$ cat src/rtl/muldiv_unit.sv
// Iterative RV32M multiply/divide: radix-2 shift-add multiply, restoring divide.
// Optional macro MULDIV_FAST_MUL_EN: multiply ops complete in one cycle via a combinational product.
module muldiv_unit #(
  parameter int XLEN = 32
) (
  input  logic            clk,
  input  logic            rst_n,
  input  logic            start,
  input  logic [2:0]      funct3,
  input  logic [XLEN-1:0] op_a,
  input  logic [XLEN-1:0] op_b,
  input  logic [4:0]      rd_in,
  output logic            busy,
  output logic            we,
  output logic [4:0]      rd,
  output logic [XLEN-1:0] wd
);
  localparam int CW = $clog2(XLEN);
  localparam logic [XLEN-1:0] MIN = {1'b1, {(XLEN-1){1'b0}}};

  typedef enum logic [1:0] {IDLE, CALC, DONE} state_t;

  state_t            state;
  logic [2:0]        f3;
  logic              neg;
  logic [CW-1:0]     cnt;
  logic [XLEN-1:0]   dvs;
  logic [2*XLEN-1:0] acc;

  // issue-side decode on the raw register-read operands
  logic            sgn_a, sgn_b, sa, sb, neg_in, div0, ovf;
  logic [XLEN-1:0] a_mag, b_mag, spec_res;

  assign sgn_a  = (funct3 == 3'b001) || (funct3 == 3'b010) || (funct3 == 3'b100) || (funct3 == 3'b110);
  assign sgn_b  = (funct3 == 3'b001) || (funct3 == 3'b100) || (funct3 == 3'b110);
  assign sa     = sgn_a & op_a[XLEN-1];
  assign sb     = sgn_b & op_b[XLEN-1];
  assign a_mag  = sa ? -op_a : op_a;
  assign b_mag  = sb ? -op_b : op_b;
  // remainder follows the dividend; product and quotient follow the sign xor
  assign neg_in = (funct3[2] && funct3[1]) ? sa : (sa ^ sb);
  assign div0   = funct3[2] && (op_b == '0);
  assign ovf    = funct3[2] && !funct3[0] && (op_a == MIN) && (op_b == '1);
  assign spec_res = div0 ? (funct3[1] ? op_a : '1) : (funct3[1] ? '0 : MIN);

  assign busy = (state != IDLE);

  // acc holds {partial product, multiplier} or {remainder, dividend/quotient}
  logic [XLEN:0]     msum, dcand, ddiff;
  logic [2*XLEN-1:0] acc_nxt;

  always_comb begin
    msum  = {1'b0, acc[2*XLEN-1:XLEN]} + (acc[0] ? {1'b0, dvs} : {(XLEN+1){1'b0}});
    dcand = acc[2*XLEN-1:XLEN-1];
    ddiff = dcand - {1'b0, dvs};
    if (!f3[2])
      acc_nxt = {msum, acc[XLEN-1:1]};
    else if (!ddiff[XLEN])
      acc_nxt = {ddiff[XLEN-1:0], acc[XLEN-2:0], 1'b1};
    else
      acc_nxt = {dcand[XLEN-1:0], acc[XLEN-2:0], 1'b0};
  end

  function automatic logic [XLEN-1:0] fix_res(input logic [2:0] f, input logic n,
                                              input logic [2*XLEN-1:0] p);
    logic [2*XLEN-1:0] pn;
    logic [XLEN-1:0]   q, r;
    pn = n ? -p : p;
    q  = n ? -p[XLEN-1:0] : p[XLEN-1:0];
    r  = n ? -p[2*XLEN-1:XLEN] : p[2*XLEN-1:XLEN];
    if (!f[2])
      fix_res = (f[1:0] == 2'b00) ? pn[XLEN-1:0] : pn[2*XLEN-1:XLEN];
    else
      fix_res = f[1] ? r : q;
  endfunction

`ifdef MULDIV_FAST_MUL_EN
  logic [2*XLEN-1:0] fprod;
  assign fprod = {{XLEN{1'b0}}, a_mag} * {{XLEN{1'b0}}, b_mag};
`endif

  always_ff @(posedge clk or negedge rst_n) begin
    if (!rst_n) begin
      state <= IDLE;
      f3    <= '0;
      neg   <= 1'b0;
      cnt   <= '0;
      dvs   <= '0;
      acc   <= '0;
      we    <= 1'b0;
      rd    <= '0;
      wd    <= '0;
    end else begin
      case (state)
        IDLE: begin
          we <= 1'b0;
          if (start) begin
            f3  <= funct3;
            rd  <= rd_in;
            neg <= neg_in;
            cnt <= '0;
            if (div0 || ovf) begin
              wd    <= spec_res;
              we    <= (rd_in != 5'd0);
              acc   <= '0;
              dvs   <= '0;
              state <= DONE;
            end
`ifdef MULDIV_FAST_MUL_EN
            else if (!funct3[2]) begin
              wd    <= fix_res(funct3, neg_in, fprod);
              we    <= (rd_in != 5'd0);
              state <= DONE;
            end
`endif
            else begin
              dvs   <= funct3[2] ? b_mag : a_mag;
              acc   <= {{XLEN{1'b0}}, (funct3[2] ? a_mag : b_mag)};
              state <= CALC;
            end
          end
        end
        CALC: begin
          acc <= acc_nxt;
          if (cnt == CW'(XLEN-1)) begin
            wd    <= fix_res(f3, neg, acc_nxt);
            we    <= (rd != 5'd0);
            state <= DONE;
          end else begin
            cnt <= cnt + 1'b1;
          end
        end
        DONE: begin
          we    <= 1'b0;
          state <= IDLE;
        end
        default: state <= IDLE;
      endcase
    end
  end
endmodule
$ cat config.mk
export PLATFORM = sky130hd
export DESIGN_NAME = muldiv_unit
export DESIGN_NICKNAME = d
export VERILOG_FILES = /design/src/rtl/muldiv_unit.sv
export SDC_FILE = /design/constraint.sdc
export NUM_CORES = 1
export LEC_CHECK = 0
export CORE_UTILIZATION = 44
export CTS_CLUSTER_SIZE = 40
export DETAILED_ROUTE_END_ITERATION = 16
export SYNTH_ARGS = -nofsm -noshare
export SYNTH_HDL_FRONTEND = slang
export SYNTH_SLANG_ARGS = --single-unit
$ cat constraint.sdc
create_clock -name clk -period 6.5 [get_ports clk]
set_input_delay 1.3 -clock clk [delete_from_list [all_inputs] [get_ports clk]]
set_output_delay 1.3 -clock clk [all_outputs]
set_load 0.1 [all_outputs]
==> results of run 1 <==
[Yosys cell counts, types with 20 or more instances]
cell type  instances  area [um^2]
a21oi_1          192          961
inv_1             80          300
or3_1             27          169
o211ai_1          32          240
mux2_2            23          259
nor4_1            21          131
nor2b_1           20          125
nor2_1           233          875
a21o_1            24          180
clkbuf_1         112          420
nand2_1          244          916
o31ai_1           39          293
xnor2_1           92          806
nor3_1            58          290
xor2_1            61          534
and2_1            43          269
nand4_1           33          206
o21ai_0          204         1020
mux2i_1           46          460
buf_2             21          105
a211oi_1          32          240
dfrtp_1          145         3630
o21a_1            21          158
nand2b_1          21          131
ha_1              74          926
a22o_1            22          193
nand3_1           36          180
a31oi_1           49          307
[layer usage]
metal  wire length (um)  global-route usage (%)  part of all wire (%)
met5                 32                       0                 0.044
met3               6240                    5.91                   8.5
met4               3490                    17.0                   4.7
met2              32600                    58.0                    44
met1              31000                    50.6                    42
[state kept, by name, indices dropped and copies added (netlist names)]
register	flops
state	2
neg	1
wd	32
dvs	32
we	1
cnt	5
acc	64
rd	5
f3	3
[through the flow]
step	hold WS [ps]	worst slack (ps)
floorplan	463	1570
global placement	465	642
detailed placement	487	439
CTS	500	430
global route	524	46.2
finish	498	435
[critical path: cells and delay by family, from the launching register on]
kind,cells,cell delay [ps]
DFF,1,390
adders and majority gates,3,990
buffers and inverters,2,180
and+or+nand+nor,8,2570
AOI/OAI and AO/OA,8,1840
[final cells by class]
class                   count  area [um^2]  area share, %
well taps                 511          639           3.36
multi-input cells        1923        12400           64.9
clock inverters            10          159          0.835
clock buffers              21          460           2.42
flip-flops and latches    145         3630           19.1
inverters                  80          300           1.58
repair buffers            160         1480           7.78
[final timing paths]
kind,end,start,slack [ps]
setup reg to reg,wd[22]$_DFFE_PN0P_,acc[31]$_DFFE_PN0P_,430
hold reg to reg,wd[5]$_DFFE_PN0P_,wd[5]$_DFFE_PN0P_,500
setup / recovery,wd[22]$_DFFE_PN0P_,acc[31]$_DFFE_PN0P_,430
max in group asynchronous,acc[36]$_DFFE_PN0P_,rst_n,4330
hold / removal,wd[5]$_DFFE_PN0P_,wd[5]$_DFFE_PN0P_,500
min in group asynchronous,wd[5]$_DFFE_PN0P_,rst_n,840
[cells by family (layout without fill, tap and decap cells)]
kind of cell,count (synthesis),in the layout
buf+inv,229,271
fa+ha+maj,76,76
flops,145,145
compound gates,804,804
xor+xnor,153,153
mux,71,71
simple gates,819,819
[timing repair]
| item | in CTS | in global routing |
|---|---|---|
| hold endpoints to repair | 0 | 0 |
| endpoints found under the setup margin | 0 | 2 |
| resized for setup | 0 | 3 |
==> metrics, run 1 <==
detailed-route wire length between 70000 and 80000 um; # Post-CTS Setup Buffers 0; layout cells sized above 1 6.67%; outcome finished, final reports clean; H-Tree Depth 4; first-pass GRT wire length roughly 110000 um; Via density about 6.5; HPWL after DPL 57500 um; post-synthesis adder-cell area fraction ~5.7%; maxcap violations 0; Core Footprint between 30000 and 40000 um^2; commonest non-fill, non-tap cell in the layout nand2_1; fin area approximately 19000 um^2; antenna-violating nets left 0; drt pass-1 iters 6; GRT Residual Overflow 0; DRT iter0 DRCs between 2000 and 2500; Min-Delay Path Class flip-flop to flip-flop; reg2reg path depth 21; initial antenna violation count 9; root buffer cell clkbuf_16; Final Hold Fails 0; Post-Synth Simple-Gate Area a little under a quarter; sequential area share after synthesis around 22%; Compound-Gate Fraction of Synth Area 31.6%; dpl cell area roughly 18000 um^2; cts bufs inserted 17; vias in the first global route roughly 16000; port bufs between 100 and 150; WL/cell around 26 um; register bit total from synthesis between 100 and 150; Avg Cell Area, Syn 7.32 um^2; clk sinks about 150; Max Fclk ~160 MHz; period utilization slightly above 90%; worst slew pin tran approximately 1200 ps; delay of the slowest critical-path stage around 560 ps; final core utilization between 50 and 60%; Remaining DRCs 0; mux contribution to synthesized area under 10%; non-filler cells in the finished layout approximately 2900; maximum fanout along the worst path 6; vias 18500; Die H roughly 200 um; asr flop ratio synth 100%; critical path type flip-flop to flip-flop; final net count 2478; CTS tree built; Slew HR between 10% and 20%; unrepaired setup endpoints after global routing no; # IOs between 100 and 150; placed insts about 2800; Final Max Tran Viols 0; Ys Warns 0; CP Launch Type flip-flop; final setup violation count 0; CTS Buffer Depth 2; Filler cells approximately 3800; Main synth FF type dfrtp_1; Crit. End Element flip-flop; Reg clk slew, reported paths around 70 ps; gpl congestion ~0.99; # rows 71; Starting Density approximately 45%; Synth Cell Area around 17000 um^2; post-cts hold buffer count 0; final clock skew 11.7 ps; die area a little under 40000 um^2; cell breakdown of the critical path inv_1 -> ha_1 -> fa_1 -> nor2b_1 -> o31a_1 -> o21ai_2 -> a21oi_2 -> a2111oi_2 -> nor2_1 -> ha_1 -> o211ai_1 -> or3b_2 -> or2_2 -> nor3_1 -> nand2_1 -> inv_1 -> nand4b_1 -> o31ai_4 -> and3_1 -> o21ai_0 -> a31o_2; largest net degree at the start of global routing 93; Die Wd about 200 um; minimum clock period approximately 6000 ps; Slowest cell on crit path or3b_2; EDFF count, synth 0; most frequent cells in the layout nand2_1, nor2_1, o21ai_0; largest family of logic cells by synthesized area compound AO/OA/AOI/OAI gates; data arrival time of the worst path about 6400 ps; Gate Count Post-Synth ~2300; GRT Util Overall 37.3%; Layout area overhead 13.1%; clk_lat worst skew 460 ps; n_diodes 0; hold path cells 2; setup TNS 0 ps; Unique masters post-synth 95; xor and xnor area share after synthesis between 7 and 8%; syn_nets between 2000 and 2500; Critical Path RT just under 7000 ps
Power of run 1 is left out: the tool's default activity adds up to more than one toggle a clock period on the data nets, which glitch-free logic cannot reach.
==> inputs of run 2 (changes only) <==
clock period = 7.9 ns   (was 6.5 ns; I/O delays follow)
==> metrics, run 2 (synthesized netlist as in run 1, its figures left out) <==
period utilization 81.2% (-12 points); largest net degree at the start of global routing 93 (unchanged); clk_lat worst skew 470 ps (about the same); root buffer cell clkbuf_16; maxcap violations 0 (unchanged); HPWL after DPL 56900 um (-1.0%); DRT iter0 DRCs 1939 (-22%); Largest regs acc (64), dvs (32), wd (32); gpl congestion 1.03 (+3.8%); Die H 198 um (unchanged); Die Wd 198 um (unchanged); final setup violation count 0 (unchanged); drt pass-1 iters 6 (unchanged); detailed-route wire length 72700 um (-0.99%); most frequent cells in the layout nand2_1, nor2_1, o21ai_0; Min-Delay Path Class flip-flop to flip-flop; final net count 2464 (-0.56%); layout cells sized above 1 6.02% (-0.65 points); CP Launch Type flip-flop; vias 18400 (-0.47%); data arrival time of the worst path 6760 ps (+340 ps); n_diodes 0 (unchanged); worst slew pin tran 1260 ps (+59.5 ps); clk sinks 145 (unchanged); H-Tree Depth 4 (unchanged); Reg clk slew, reported paths 70 ps (about the same); Via density 6.50 (about the same); # IOs 114 (unchanged); antenna-violating nets left 0 (unchanged); # Post-CTS Setup Buffers 0 (unchanged); Critical Path RT 8250 ps (+1400 ps); Core Footprint 37700 um^2 (unchanged); setup TNS 0 ps (unchanged); Final Max Tran Viols 0 (unchanged); vias in the first global route 17100 (+3.4%); Max Fclk 156 MHz (-5.4%); Remaining DRCs 0 (unchanged); initial antenna violation count 4 (-5); Final Hold Fails 0 (unchanged); Slew HR 15.1% (-4.0 points); max reg flops 64 (unchanged); critical path type flip-flop to flip-flop; Largest Register acc; Crit. End Element flip-flop; Filler cells 3855 (+2.1%); # rows 71 (unchanged); GRT Residual Overflow 0 (unchanged); minimum clock period 6410 ps (+346 ps); CTS Buffer Depth 2 (unchanged); Post-CTS Resized 0 (unchanged); Starting Density 44.7% (unchanged); maximum fanout along the worst path 12 (+6); Layout area overhead 12.2%; die area 39000 um^2 (unchanged); GRT Util Overall 37.5% (+0.17 points); final clock skew 15.2 ps (+3.48 ps); CTS tree built; port bufs 113 (unchanged); cts bufs inserted 17 (unchanged); outcome finished, final reports clean; WL/cell 25.6 um (-0.51%); post-cts hold buffer count 0 (unchanged); first-pass GRT wire length 109000 um (+1.3%); unrepaired setup endpoints after global routing no; commonest non-fill, non-tap cell in the layout nand2_1
## run 2: cell types whose count changed in the layout (fill, tap and decap cells not counted), moves of 2 or more
cell	before	now
buf_4	47	33
clkinvlp_4	2	5
clkinv_2	3	1
inv_6	0	2
## run 2: final timing paths
check | startpoint | end | slack (ps) | depth (start not counted)
min | wd[5]$_DFFE_PN0P_ | wd[5]$_DFFE_PN0P_ | 490 | 2
max | dvs[25]$_DFFE_PN0P_ | wd[22]$_DFFE_PN0P_ | 1490 | 20
max in group asynchronous | rst_n | neg$_DFFE_PN0P_ | 5210 | 2
max reg2reg | dvs[25]$_DFFE_PN0P_ | wd[22]$_DFFE_PN0P_ | 1490 | 20
min reg2reg | wd[5]$_DFFE_PN0P_ | wd[5]$_DFFE_PN0P_ | 490 | 2
min in group asynchronous | rst_n | acc[62]$_DFFE_PN0P_ | 1150 | 1
## run 2: layer usage
layer / track usage (%) / part of all wire (%)
met1: 49.5 / 42
met2: 58.4 / 45
met3: 6.47 / 7.6
met4: 19.0 / 5.6
met5: 0.639 / 0.051
## run 2: metrics by stage
step | util [%] | instances | hold slack [ps] | worst slack (ps) | area (um^2)
5_1_grt | 50.1 | 2836 | 530 | 1270 | 18900
2_1_floorplan | - | 2297 | 463 | 2970 | 16800
3_3_place_gp | 48.5 | 2805 | 473 | 1560 | 18300
3_5_place_dp | 48.5 | 2805 | 483 | 1410 | 18300
4_1_cts | 50.1 | 2836 | 497 | 1640 | 18900
6_report | 50.1 | 2836 | 488 | 1490 | 18900
## run 2: critical path: stages, from the launching register on
cell and delay, ps:
dfrtp_1 380, inv_1 60, ha_1 440, a21oi_1 210
o21ai_0 120, a221oi_1 750, and3b_1 400, a2111oi_2 170
nor2_1 340, ha_1 330, o211ai_1 200, or3b_2 550
or2_2 340, nor3_1 280, nand2_1 210, inv_1 90
nand4b_1 330, o31ai_2 490, and3_1 210, o21ai_0 90
a31o_2 300
## run 2: final cells by class
type                            count  area, um^2  area share (%)
Clock inverter                     12         159           0.842
Sequential cell                   145        3630            19.2
Timing Repair Buffer              146        1380            7.28
Clock buffer                       19         443            2.35
Inverter                           80         300            1.59
Tap cell                          511         639            3.39
Multi-Input combinational cell   1923       12300            65.3
Power of run 2 is left out for the same reason.
